### src/rtl/relu_job_scheduler_pkg.sv
// rtl/relu_job_scheduler_pkg.sv - shared types and constants for the ReLU job scheduler
package relu_job_scheduler_pkg;

    localparam int DATA_W_DEF    = 8;
    localparam int ADDR_W_DEF    = 10;
    localparam int RELU_PIPE_LAT = 2;

    typedef enum logic [1:0] {
        S_IDLE  = 2'd0,
        S_RUN   = 2'd1,
        S_DRAIN = 2'd2,
        S_DONE  = 2'd3
    } state_t;

    function automatic logic [1:0] idx_onehot(input logic idx);
        return idx ? 2'b10 : 2'b01;
    endfunction

endpackage

### src/rtl/relu_job_scheduler_arbiter.sv
// rtl/relu_job_scheduler_arbiter.sv - two-way round-robin arbiter, pointer moves only on a grant
module rr_arbiter2 (
    input  logic       clk,
    input  logic       rst,
    input  logic [1:0] req,
    input  logic       take,
    output logic [1:0] win
);

    logic ptr;

    always_comb begin
        win = 2'b00;
        case (req)
            2'b01:   win = 2'b01;
            2'b10:   win = 2'b10;
            2'b11:   win = ptr ? 2'b10 : 2'b01;
            default: win = 2'b00;
        endcase
    end

    always_ff @(posedge clk or posedge rst) begin
        if (rst) begin
            ptr <= 1'b0;
        end else if (take && (win != 2'b00)) begin
            ptr <= ~win[1];
        end
    end

endmodule

### src/rtl/relu_job_scheduler.sv
// rtl/relu_job_scheduler.sv - round-robin sequencer streaming buffer jobs through a registered ReLU
module relu_job_scheduler
    import relu_job_scheduler_pkg::*;
#(
    parameter int DATA_W  = DATA_W_DEF,
    parameter int ADDR_W  = ADDR_W_DEF,
    parameter int NUM_REQ = 2
)(
    input  logic                        clk,
    input  logic                        rst,
    input  logic [NUM_REQ-1:0]          req,
    input  logic [NUM_REQ*ADDR_W-1:0]   src_base,
    input  logic [NUM_REQ*ADDR_W-1:0]   dst_base,
    input  logic [NUM_REQ*(ADDR_W+1)-1:0] job_len,
    output logic [NUM_REQ-1:0]          grant,
    output logic [NUM_REQ-1:0]          done,
    output logic                        busy,
    output logic [ADDR_W:0]             zero_cnt,
    output logic                        rd_en,
    output logic [ADDR_W-1:0]           rd_addr,
    input  logic [DATA_W-1:0]           rd_data,
    output logic                        wr_en,
    output logic [ADDR_W-1:0]           wr_addr,
    output logic [DATA_W-1:0]           wr_data
);

    state_t              state, state_nx;
    logic                owner;
    logic [1:0]          req_m;
    logic [1:0]          win;
    logic                take;
    logic                sel;
    logic [ADDR_W-1:0]   rd_ptr, wr_ptr;
    logic [ADDR_W:0]     rem;
    logic [1:0]          drain_cnt;
    logic                v1;
    logic [ADDR_W-1:0]   a1;

    // In DONE the finishing requester is masked, so the other one can be granted
    // back-to-back while a still-high req of the finisher waits one IDLE cycle.
    always_comb begin
        req_m = req;
        if (state == S_DONE) begin
            req_m = req & ~idx_onehot(owner);
        end
    end

    assign take = ((state == S_IDLE) || (state == S_DONE)) && (win != 2'b00);
    assign sel  = win[1];

    rr_arbiter2 u_arb (
        .clk  (clk),
        .rst  (rst),
        .req  (req_m),
        .take (take),
        .win  (win)
    );

    always_ff @(posedge clk or posedge rst) begin
        if (rst) begin
            state <= S_IDLE;
        end else begin
            state <= state_nx;
        end
    end

    always_comb begin
        state_nx = state;
        case (state)
            S_IDLE: begin
                if (take) state_nx = S_RUN;
            end
            S_RUN: begin
                if (rem == '0)      state_nx = S_DONE;
                else if (rem == 1)  state_nx = S_DRAIN;
            end
            S_DRAIN: begin
                if (drain_cnt == 2'(RELU_PIPE_LAT - 1)) state_nx = S_DONE;
            end
            S_DONE: begin
                state_nx = take ? S_RUN : S_IDLE;
            end
            default: state_nx = S_IDLE;
        endcase
    end

    assign rd_en   = (state == S_RUN) && (rem != '0);
    assign rd_addr = rd_ptr;
    assign busy    = (state != S_IDLE);
    assign done    = (state == S_DONE) ? idx_onehot(owner) : '0;

    always_ff @(posedge clk or posedge rst) begin
        if (rst) begin
            grant     <= '0;
            owner     <= 1'b0;
            rd_ptr    <= '0;
            wr_ptr    <= '0;
            rem       <= '0;
            drain_cnt <= '0;
            zero_cnt  <= '0;
            v1        <= 1'b0;
            a1        <= '0;
            wr_en     <= 1'b0;
            wr_addr   <= '0;
            wr_data   <= '0;
        end else begin
            grant <= take ? win : 2'b00;
            if (take) begin
                owner    <= sel;
                rd_ptr   <= sel ? src_base[2*ADDR_W-1:ADDR_W] : src_base[ADDR_W-1:0];
                wr_ptr   <= sel ? dst_base[2*ADDR_W-1:ADDR_W] : dst_base[ADDR_W-1:0];
                rem      <= sel ? job_len[2*(ADDR_W+1)-1:ADDR_W+1] : job_len[ADDR_W:0];
                zero_cnt <= '0;
            end else if (rd_en) begin
                rd_ptr <= rd_ptr + 1'b1;
                wr_ptr <= wr_ptr + 1'b1;
                rem    <= rem - 1'b1;
            end
            drain_cnt <= (state == S_DRAIN) ? drain_cnt + 2'd1 : 2'd0;

            // Stage 1 carries the destination address alongside the returning read.
            v1    <= rd_en;
            a1    <= wr_ptr;
            wr_en <= v1;
            if (v1) begin
                wr_addr <= a1;
                wr_data <= rd_data[DATA_W-1] ? '0 : rd_data;
                if (rd_data[DATA_W-1]) zero_cnt <= zero_cnt + 1'b1;
            end
        end
    end

endmodule

### config.mk
export PLATFORM = sky130hd
export DESIGN_NAME = relu_job_scheduler
export DESIGN_NICKNAME = d
export VERILOG_FILES = /design/src/rtl/relu_job_scheduler_pkg.sv /design/src/rtl/relu_job_scheduler_arbiter.sv /design/src/rtl/relu_job_scheduler.sv
export SDC_FILE = /design/constraint.sdc
export NUM_CORES = 1
export LEC_CHECK = 0
export CAP_MARGIN = 20
export CORE_ASPECT_RATIO = 1.25
export CORE_MARGIN = 4
export CORE_UTILIZATION = 47
export DETAILED_ROUTE_END_ITERATION = 16
export PLACE_DENSITY_LB_ADDON = 0.3
export SLEW_MARGIN = 20
export SYNTH_ARGS = -nofsm -noshare
export SYNTH_HDL_FRONTEND = slang
export SYNTH_SLANG_ARGS = --single-unit
### constraint.sdc
create_clock -name clk -period 2.8 [get_ports clk]
set_input_delay 0.56 -clock clk [delete_from_list [all_inputs] [get_ports clk]]
set_output_delay 0.56 -clock clk [all_outputs]
set_load 0.03 [all_outputs]
* Word level (Yosys, flattened, before mapping)
Index checks and enable logic that the tools add are counted.
** Cells by class
- Add/subtract/negate cells :: 5
- Equality and inequality tests :: 11
- Muxes and demuxes :: 26
- Bitwise gates (word level) :: 3
- Reduce and logical (&&, ||, !) cells :: 11
** Operators by type and width (number)
- $mux 11 :: 6
- $mux 10 :: 6
- $add 10x1->10 const B :: 2
- $mux 2 :: 10
- $add 11x1->11 const B :: 1
- $eq 11x1->1 const B :: 1
- $logic_not 11->1 :: 1
- $reduce_bool 11->1 :: 1
- $sub 11x1->11 const B :: 1
- $eq 2x2->1 const B :: 4
- $pmux 2 s4 :: 1
- $mux 7 :: 1
- $eq 2x1->1 const B :: 3
- $pmux 2 s3 :: 1
- $reduce_bool 2->1 :: 3
- $ne 2x2->1 const B :: 2
- $logic_and 1x1->1 :: 3
- $ne 3x3->1 const B :: 1
- $reduce_and 3->1 :: 1
- $add 2x1->2 const B :: 1
- $and 2x2->2 :: 1
- $logic_not 2->1 :: 1
- $not 2->2 :: 1
- $logic_or 1x1->1 :: 1
- other kinds (2) :: 2
** Storage, ports and cells
- Flip-flop bits (word level) :: 80
- Input port bits :: 74
- Output and inout port bits :: 46
- Logic and storage cells :: 70

* Logic depth before layout (Yosys ltp)
- Word-level depth :: 11
- Depth in mapped cells :: 10
- Gate-level depth less buffers :: 8

* Cells and area by module
Synthesis repeated with hierarchy kept, for this count alone.
** Second synthesis, totals
- Cell total of the unflattened synthesis :: 405
- Area total of the unflattened synthesis :: 4105.2 µm²
** Modules (own cells, without submodules)
- relu_job_scheduler :: times used 1, cells an instance 398, area each 4046.4 µm², sequential area each 1951.9 µm²
- rr_arbiter2 :: times used 1, cells an instance 7, area each 58.8 µm², sequential area each 25.0 µm²

* Least setup slack after synthesis
No wires, ideal clock.
- Kind :: register to register
- From :: reg state[0]
- To :: reg state[1]
- Setup time :: 125 ps
- Arrival :: 2043 ps
- Data required time :: 2675 ps
- Path slack :: 632 ps
- Cell stages (with the launch flop) :: 7
- Path buffers :: 0
- Clock period less this slack :: 2168 ps
- Path through :: dfrtp_1 > ha_1 > nor2b_2 > o21bai_1 > nand2_1 > a221o_1 > mux2_4
** Between the ends
- Cells in the longest elaborated chain, start to end :: 8
- Elaborated cells between the ends (all ways) :: 17
- Classes of those cells :: 9 x eq/ne; 3 x mux; 5 x reduce/logical
** Ends and longest elaborated chain
- start: declaration :: RTL line relu_job_scheduler.sv:27 : state_t state, state_nx;
- start signal: assignment :: RTL line relu_job_scheduler.sv:63 : state <= state_nx;
- $eq 2x2->1 :: RTL line relu_job_scheduler.sv:43, relu_job_scheduler.sv:48, relu_job_scheduler.sv:69
- $mux 2 :: RTL line relu_job_scheduler.sv:43 : if (state == S_DONE) begin
- $eq 2x2->1 / $eq 2x1->1 (equally long branches) :: RTL line relu_job_scheduler_arbiter.sv:14 : case (req)
- $pmux 2 s3 :: RTL line relu_job_scheduler_arbiter.sv:14
- $reduce_bool 2->1 :: RTL line relu_job_scheduler.sv:48 : assign take = ((state == S_IDLE) || (state == S_DONE)) && (win != 2'b00);
- $logic_and 1x1->1 :: RTL line relu_job_scheduler.sv:48
- $ne 2x2->1 (no source line)
- $reduce_and 3->1 (no source line)
Several ways; a longest one is shown, not always the timed one.
A chain may end at the register's enable or synchronous reset.

* Worst setup path after layout
- From :: reg rem[4]
- To :: out rd_en
** Between the ends
- Cells in the longest elaborated chain, start to end :: 2
** Ends and longest elaborated chain
- start: declaration :: RTL line relu_job_scheduler.sv:34 : logic [ADDR_W:0] rem;
- start signal: assignment :: RTL line relu_job_scheduler.sv:112 : rem <= sel ? job_len[2*(ADDR_W+1)-1:ADDR_W+1] : job_len[ADDR_W:0];
- start signal: assignment :: RTL line relu_job_scheduler.sv:117 : rem <= rem - 1'b1;
- $reduce_bool 11->1 :: RTL line relu_job_scheduler.sv:87 : assign rd_en = (state == S_RUN) && (rem != '0);
- $logic_and 1x1->1 :: RTL line relu_job_scheduler.sv:87
- end: declaration :: RTL line relu_job_scheduler.sv:19 : output logic rd_en,
No other way between the ends.

==> results.py <==
metrics = {
    "run_status": {
        "status": "completed",
    },
    "floorplanning": {
        "chipHeight_um": 111,
        "ios": 120,
        "rows": 37,
        "die_width_um": 90.5,
        "initial_utilization_pct": 48.5,
        "die_area_mm2": 0.0101,
        "coreArea_mm2": 0.00824,
    },
    "sta": {
        "period_minus_slack_ns": 2.69,
        "setup_slack_ns": 0.108,
        "max_freq_ghz": 0.372,
        "rsz0062_at_grt": "no",
        "hold_viol_final": 0,
        "fin_skew_ns": 0.0136,
        "drv_slew": 0,
        "fin_crit_sh_pct": 96.1,
        "fin_setup_tns_ns": 0,
        "final-setup-viol-count": 0,
    },
    "cells_and_area": {
        "post-route-util_pct": 67.3,
        "seq_area_mm2": 0.00198,
        "fillers": 698,
        "area_growth_pct": 38.7,
        "multiInputGateArea_mm2": 0.00183,
        "drive_gt1_share_pct": 9.71,
        "final_net_count": 604,
        "diodes": 0,
    },
    "power": {
        "p_leak_nw": 2.37,
        "power_mw": 6.26,
        "powerDensity_mw_per_mm2": 1130,
        "ir_drop_v": 0.000629,
    },
    "grt": {
        "grt-ovfl-total": 0,
        "antenna_found_initial": 0,
        "grt_pass1_vias": 3682,
        "grt_util_all_layers_pct": 21.4,
        "grt_max_degree": 35,
        "grt_pass1_wl_mm": 17.7,
    },
    "clocking": {
        "htree_levels": 3,
        "numCtsBuffers": 9,
        "tritoncts_num_sinks": 79,
        "clockBufferDepth": 2,
        "clkTransAtPathRegs_ns": 0.09,
        "root_buffer": "clkbuf_8",
        "cts_tree": "yes",
        "post_cts_buffers": 0,
        "clock_latency_ns": 0.35,
        "hold_buffers": 0,
        "cts_resized": 1,
    },
    "synthesis": {
        "ys_seq_elements": 79,
        "ys_async_sr_fraction_pct": 100,
        "synth_top_cell_area_share_pct": 49.5,
        "synth_ff_type": "dfrtp_1",
        "synthesis.nets": 481,
        "synth_area_leaders": "dfrtp_1 49%, o21ai_0 3.9%, ha_1 3.1%",
        "seq_area_frac_synth_pct": 49.5,
        "synthesis.area_mm2": 0.00400,
        "yosysUniqueCellTypes": 57,
        "synth_edf_count": 0,
        "synthCells": 397,
        "syn_avg_cell_area_um2": 10.1,
        "synth_largest_area_cell": "dfrtp_1",
        "yosysWarnings": 0,
    },
    "worst_setup_path": {
        "cp-start-kind": "register",
        "cp_cell_sequence": "or4_4 -> nor2_4 -> a21o_4 -> inv_4 -> dlygate4sd2_1",
        "critPathSlowestCell": "or4_4",
        "cp_data_required_time_ns": 2.24,
        "crit_fanout": 8,
        "max_stage_delay_ns": 0.60,
        "critPathKind": "register to output port",
        "cp-end-kind": "output port",
        "crit_arrival_ns": 2.13,
    },
    "drt": {
        "drtIter0Drc": 320,
        "vias": 3665,
        "wl_per_cell_um": 17.0,
        "drtAntennaViolNets": 0,
        "drc": 0,
        "avgViaCountPerCell": 5.89,
        "wl_mm": 10.6,
        "drtPass1Iterations": 6,
    },
    "placed_design": {
        "post-place-ws_ns": 0.264,
        "place_congestion": 0.820,
        "dp_hpwl_mm": 7.79,
        "io_buffers": 118,
    },
    "worst_hold_path": {
        "hp-class": "register to register",
    },
    "run": {
        "max_cap_viol_count": 0,
    },
}
worst paths after layout:
check / from / endpoint / slack (ns) / cells after the start
min reg2reg: wr_ptr[9] / a1[9] / 0.41 / 0
max in group asynchronous: rst / rem[8] / 1.60 / 3
min in group asynchronous: rst / wr_data[2] / 0.54 / 2
max: rem[4] / rd_en / 0.11 / 5
max reg2reg: rem[4] / wr_ptr[3] / 0.34 / 9
min: wr_ptr[9] / a1[9] / 0.41 / 0
worst max-delay path: cells and delay by family (launching register included):
kind / cells / cell delay [ns]
AO/OA/AOI/OAI: 1 / 0.21
buffers and inverters: 2 / 0.39
AND/OR/NAND/NOR: 2 / 0.75
flip-flops: 1 / 0.44
Yosys cell counts (all sizes together), types with 9 or more instances:
master and instances:
a31oi 9, clkbuf 11, inv 24, nand3 16, a22oi 16, nand2 32, nor2 25, o21ai 35
a2bb2oi 13, ha 10, a22o 9, dfrtp 79, mux2 12, a21oi 22
registers in the layout (all words and copies together), names as in the netlist:
signal / flops
a1: 10
drain_cnt: 2
grant: 2
owner: 1
rd_addr: 10
rem: 11
state: 2
u_arb.ptr: 1
v1: 1
wr_addr: 10
wr_data: 7
wr_en: 1
wr_ptr: 10
zero_cnt: 11
layout make-up:
type                       count  share of cell area (%)
clock buffer                  12                    2.80
clock inverter                 4                   0.948
inverter                      24                    1.69
multi-input combinational    275                    33.0
sequential                    79                    35.7
tap                           97                    2.19
timing repair buffer         131                    23.7
routing by layer:
layer  wire length, µm  up-vias  share of wire [%]  GRT usage (%)
li1                  -     1716                  -              -
met1              4320     1776                 41           26.1
met2              5380      152                 51           37.5
met3               668       21                6.3           4.89
met4               201        0                1.9           6.64
met5                 0        -                  0              0
layout by cell type (no fill, tap or decap), types with 4 or more instances in the layout:
master / instances
clkdlybuf4s50_1: 117
a2bb2oi_1: 13
a31oi_1: 9
buf_4: 10
nand4_1: 4
mux2_2: 11
and3_1: 8
o21ai_0: 31
nand3_1: 16
nand2_1: 32
a22oi_1: 16
ha_1: 10
o22a_1: 4
a21oi_1: 21
dfrtp_1: 79
a222oi_1: 7
nor2_1: 24
clkbuf_8: 11
nor3_1: 6
a22o_1: 9
o21a_1: 4
o21ai_1: 4
nor2b_1: 5
inv_1: 22
kinds of logic (layout without fill, tap and decap cells):
logic type | after synthesis | in the layout | synth area share [%]
AO/OA/AOI/OAI | 139 | 139 | 24.4
XOR/XNOR | 1 | 1 | 0.219
adder cells (fa/ha/maj) | 10 | 10 | 3.13
buffers and inverters | 43 | 171 | 4.76
flip-flops | 79 | 79 | 49.5
multiplexers | 14 | 14 | 3.98
other | 1 | 1 | 0.0938
AND/OR/NAND/NOR | 110 | 110 | 13.9
metrics by stage:
stage | instance area (µm²) | hold slack, ns | instances
after CTS | 5540 | 0.415 | 622
after detailed placement | 5340 | 0.404 | 606
after global routing | 5540 | 0.436 | 622
final | 5540 | 0.412 | 622
after global placement | 5340 | 0.385 | 606
after floorplan | 4000 | 0.368 | 397
report_power, final:
part           leakage [nW]  switching (mW)  internal [mW]
logic                  1.24            1.92           1.54
clock network         0.107           0.404          0.464
registers              1.02           0.358           1.57
total                  2.37            2.68           3.58
Power figures use the tool's default switching activity.
